`src/rtl/ijvm_pkg.sv`:
```
// Shared IJVM datapath types: operand assembler state encoding and operand length codes.
package ijvm_pkg;

  typedef enum logic [1:0] {
    IDLE   = 2'd0,
    FIRST  = 2'd1,
    SECOND = 2'd2,
    DONE   = 2'd3
  } asm_state_e;

  localparam logic OPLEN_BYTE = 1'b0;
  localparam logic OPLEN_HALF = 1'b1;

  localparam int unsigned BYTE_W = 8;
  localparam int unsigned HALF_W = 16;

endpackage : ijvm_pkg

```
`src/rtl/operand_extend.sv`:
```
// Sign/zero extension of an 8- or 16-bit immediate held in a 16-bit accumulator.
module operand_extend
  import ijvm_pkg::*;
#(
  parameter int unsigned WORD_WIDTH = 32
) (
  input  logic [HALF_W-1:0]     acc,
  input  logic                  len,
  input  logic                  is_signed,
  output logic [WORD_WIDTH-1:0] result_c
);

  localparam int unsigned HI_BYTE_W = WORD_WIDTH - BYTE_W;
  localparam int unsigned HI_HALF_W = WORD_WIDTH - HALF_W;

  // Pick the width from len and fill the upper bits with the sign bit or zeros.
  always_comb begin
    result_c = '0;
    if (len == OPLEN_BYTE) begin
      result_c = {{HI_BYTE_W{is_signed & acc[BYTE_W-1]}}, acc[BYTE_W-1:0]};
    end else begin
      result_c = {{HI_HALF_W{is_signed & acc[HALF_W-1]}}, acc};
    end
  end

endmodule : operand_extend

```
`src/rtl/operand_assembler.sv`:
```
// Assembles a big-endian 1- or 2-byte immediate from the instruction byte stream.
module operand_assembler
  import ijvm_pkg::*;
#(
  parameter int unsigned WORD_WIDTH = 32
) (
  input  logic                  clk,
  input  logic                  rst,
  input  logic                  flush,
  input  logic                  req_valid,
  output logic                  req_ready,
  input  logic                  req_len,
  input  logic                  req_signed,
  input  logic                  byte_valid,
  input  logic [BYTE_W-1:0]     byte_data,
  output logic                  byte_ready,
  output logic                  op_valid,
  output logic [WORD_WIDTH-1:0] op_data,
  input  logic                  op_ready,
  output logic                  busy
);

  asm_state_e              state_q, state_d;
  logic [HALF_W-1:0]       acc_q, acc_d;
  logic                    len_q, len_d;
  logic                    signed_q, signed_d;
  logic [WORD_WIDTH-1:0]   op_data_q, op_data_d;
  logic [WORD_WIDTH-1:0]   ext_c;

  // Extension is applied to the accumulator value being written, so op_data is ready on DONE entry.
  operand_extend #(.WORD_WIDTH(WORD_WIDTH)) u_extend (
    .acc       (acc_d),
    .len       (len_q),
    .is_signed (signed_q),
    .result_c  (ext_c)
  );

  // Next-state, accumulator and operand register update; flush overrides every handshake.
  always_comb begin
    state_d   = state_q;
    acc_d     = acc_q;
    len_d     = len_q;
    signed_d  = signed_q;
    op_data_d = op_data_q;
    if (flush) begin
      state_d   = IDLE;
      op_data_d = '0;
    end else begin
      unique case (state_q)
        IDLE: begin
          if (req_valid) begin
            len_d    = req_len;
            signed_d = req_signed;
            acc_d    = '0;
            state_d  = FIRST;
          end
        end
        FIRST: begin
          if (byte_valid) begin
            acc_d = {acc_q[HALF_W-1:BYTE_W], byte_data};
            if (len_q == OPLEN_BYTE) begin
              state_d   = DONE;
              op_data_d = ext_c;
            end else begin
              state_d = SECOND;
            end
          end
        end
        SECOND: begin
          if (byte_valid) begin
            acc_d     = {acc_q[BYTE_W-1:0], byte_data};
            state_d   = DONE;
            op_data_d = ext_c;
          end
        end
        DONE: begin
          if (op_ready) begin
            state_d = IDLE;
          end
        end
        default: state_d = IDLE;
      endcase
    end
  end

  // State and datapath registers with synchronous reset.
  always_ff @(posedge clk) begin
    if (rst) begin
      state_q   <= IDLE;
      acc_q     <= '0;
      len_q     <= OPLEN_BYTE;
      signed_q  <= 1'b0;
      op_data_q <= '0;
    end else begin
      state_q   <= state_d;
      acc_q     <= acc_d;
      len_q     <= len_d;
      signed_q  <= signed_d;
      op_data_q <= op_data_d;
    end
  end

  // Handshake flags decode from the registered state only.
  assign req_ready  = (state_q == IDLE);
  assign byte_ready = (state_q == FIRST) || (state_q == SECOND);
  assign op_valid   = (state_q == DONE);
  assign busy       = (state_q != IDLE);
  assign op_data    = op_data_q;

endmodule : operand_assembler

```
`config.mk`:
```
export PLATFORM = sky130hd
export DESIGN_NAME = operand_assembler
export DESIGN_NICKNAME = d
export VERILOG_FILES = /design/src/rtl/ijvm_pkg.sv /design/src/rtl/operand_extend.sv /design/src/rtl/operand_assembler.sv
export SDC_FILE = /design/constraint.sdc
export NUM_CORES = 1
export LEC_CHECK = 0
export CORE_UTILIZATION = 30
export DETAILED_ROUTE_END_ITERATION = 8
export SLEW_MARGIN = 25
export SYNTH_ARGS = -nofsm -noshare
export SYNTH_HDL_FRONTEND = slang
export SYNTH_SLANG_ARGS = --single-unit
```
`constraint.sdc`:
```
create_clock -name clk -period 2.2 [get_ports clk]
set_clock_uncertainty 0.2 [all_clocks]
set_input_delay 0.33 -clock clk [delete_from_list [all_inputs] [get_ports clk]]
set_output_delay 0.33 -clock clk [all_outputs]
set_load 0.05 [all_outputs]
```
==> results.txt <==
Final Util: 0.418
DR WL/cell: 13.0 µm
Synth Area in Simple Gates: 0.169
DR pass1 iterations: 5
# DRC: 0
Die W: 78.2 µm
Worst vdd ir: 0.305 mV
Setup WS post-layout: 0.178 ns
Starting Density: 0.314
Total track usage: 0.144
Hpwl dp: 2980 µm
Synth cell types: 37
Tot Pwr: 1370 µW
Internal power: 997 µW
Status: complete, no violations
Sw frac: 0.273
Fin crit period: 2.02 ns
Startpoint types: flop
CP bufs+invs: 1
Power share of the clock group: 0.338
Pwr per Cell Area: 592 nW/µm²
Hold_buf cts: 0
Reg clk slew, reported paths: 0.07 ns
Seq/Total Area, Yosys: 0.426
MaxCap Viol Count: 0
M2 GR Usage: 0.229
First-pass GRT wire length: 6840 µm
Initial antenna violation count: 0
Synth Warn #: 0
Worst EP arrival: 2.01 ns
#FFs+latches synth: 37
Drt initial violations: 97
Via/cell ratio: 4.76
CP max FO: 5
Largest net degree at the start of global routing: 22
IO Count: 52
GR peak layer: met2
CP Capture Type: flop
Cts bufs inserted: 5
Core region area: 5540 µm²
Setup violations, final: 0
Placed cell count: 308
Final cycle utilization of the critical path: 0.919
Gpl congestion: 0.821
Final hold vios: 0
Layout Area Growth over Synthesis: 32.9%
Delay-heaviest family, CP: compound AO/OA/AOI/OAI gates
Max_slew headroom: 0.648
Mux contribution to synthesized area: 0.0288
Placed cell areas: 2210 µm²
DRT Wirelength: 4110 µm
Post-Syn Instances: 202
Met1 Usage GRT: 0.191
Mapped Area: 1740 µm²
Vias in the first global route: 1419
Synth Area in Compound Gates: 0.219
GR Layer Usage met3: 0.0349
Hold Startpoint: op_data[8]
Fmax: 495 MHz
Num Clock Sinks: 37
Worst slack, placed: -0.0475 ns
Buffers on Ports: 51
Slew Viols, Final: 0
Combinational fraction of design power: 0.158
Root Driver: clkbuf_8
Slew @ Worst Pin: 0.527 ns
TritonCTS clock tree: done
Synth Area in XOR/XNOR: 0
Syn avg cell area: 8.62 µm²
R2R Setup Slk: 0.18 ns
Cell Rows: 27
Max stage delay cell, worst path: dfxtp_1
CP Class: flop to flop
Leading post-synthesis cells by cell area: dfxtp_1 (43%), nor2_1 (8.0%), buf_4 (6.9%)
H-tree depth: 2
Final Cell Area: 2310 µm²
Post-synth top area share: 0.426
Clock buffer depth: 2
NumNets Final: 265
Via count: 1509
Sequential fraction of design power: 0.505
Largest family of logic cells by synthesized area: compound AO/OA/AOI/OAI gates
Area leader, netlist: dfxtp_1
Setup crit start: state_q[1]
Largest stage delay on the critical path: 0.41 ns
Die Footprint: 6110 µm²
Syn Nets: 223
Die H: 78.2 µm
Clock latency on the worst-skew pair: 0.29 ns
Crit path cell chain: inv_1 -> ha_1 -> nor2b_1 -> o21ai_1 -> mux2i_1 -> a2111oi_2
LEAKAGE: 0.000887 µW
Reg-to-Reg Start: state_q[1]
Share of layout cells above drive strength 1: 0.176
Overflow after GRT: 0
RSZ-0062 raised after global routing: no
Cell Count, Final, Fillers Out: 317
Class of the worst hold path: flop to flop
WP data required: 2.19 ns
ANT cells: 0
Post-Synth Adder-Cell Area: 0.0359
Detail Route Antenna Nets: 0
Switch Pwr: 373 µW
synthesized netlist by cell type (all sizes together):
master / count
buf: 20
and3: 1
nand4: 1
a31oi: 1
nand3b: 1
mux2i: 5
nor3: 2
ha: 5
o221ai: 1
a41oi: 7
dfxtp: 37
a2111oi: 2
and3b: 1
clkbuf: 5
nor2: 37
inv: 13
and2: 8
nand2b: 3
nor4b: 1
o21ai: 16
o21a: 1
nor2b: 2
a21oi: 17
a21o: 1
and4bb: 1
o31ai: 1
a22oi: 8
a211oi: 1
o41ai: 1
o211ai: 1
nor4: 1
layout by cell type (no fill, tap or decap), types with 2 or more instances in the layout:
master / count
clkbuf_8: 5
mux2i_1: 5
buf_4: 27
clkdlybuf4s50_1: 31
clkbuf_1: 2
inv_1: 13
nor2b_1: 2
dfxtp_1: 37
nor2_1: 36
buf_12: 2
a22oi_1: 8
a21oi_1: 16
nor3_1: 2
o21ai_0: 15
a41oi_1: 7
and2_1: 8
nand2b_1: 2
ha_1: 5
power groups by stage:
stage          sequential, µW  combinational, µW  clock, µW
6_report                  691                216        462
4_1_cts                   691                212        469
3_5_place_dp              707                211          0
2_1_floorplan             727                103          0
5_1_grt                   693                233        499
3_3_place_gp              707                211          0
worst paths after layout:
check	to	depth (start not counted)
setup reg to reg	op_data[30]	6
hold / removal	op_data[8]	2
setup / recovery	op_data[30]	6
hold reg to reg	op_data[8]	2
registers in the layout, summed over array words and instances, names as in the netlist:
signal / flops
signed_q: 1
op_data: 17
state_q: 2
len_q: 1
acc_q: 16
worst min-delay path: cells and delay by family (launching register included):
kind               cells  cell delay (ns)
DFF                    1             0.31
AOI/OAI and AO/OA      1             0.04
and+or+nand+nor        1             0.09
per-stage QoR:
step	setup TNS, ns	hold slack (ns)
5_1_grt	0	0.325
3_3_place_gp	-0.0702	0.279
4_1_cts	0	0.289
6_report	0	0.288
3_5_place_dp	-0.0736	0.276
2_1_floorplan	0	0.199
timing repair:
action	CTS	global route
endpoints found under the setup margin	0	16
resized for setup	0	3
buffers inserted	0	1
routing by layer:
| metal | share of wire | vias up |
|---|---|---|
| met5 | 0 | - |
| met4 | 0.012 | 0 |
| met3 | 0.043 | 6 |
| met2 | 0.45 | 35 |
| met1 | 0.49 | 687 |
| li1 | - | 781 |
logic make-up (layout without fill, tap and decap cells):
logic type | Yosys count | count (layout)
simple gates | 59 | 59
compound gates | 58 | 58
buf+inv | 38 | 81
flops | 37 | 37
fa+ha+maj | 5 | 5
mux | 5 | 5
layout make-up:
class | instances | area [µm²]
fillers | 570 | 3230
multi-input cells | 127 | 797
flip-flops and latches | 37 | 741
repair buffers | 60 | 553
well taps | 72 | 90.1
clock buffers | 7 | 76.3
inverters | 13 | 48.8
clock inverters | 1 | 7.51
Note: power is estimated with default switching activity, not from simulation.
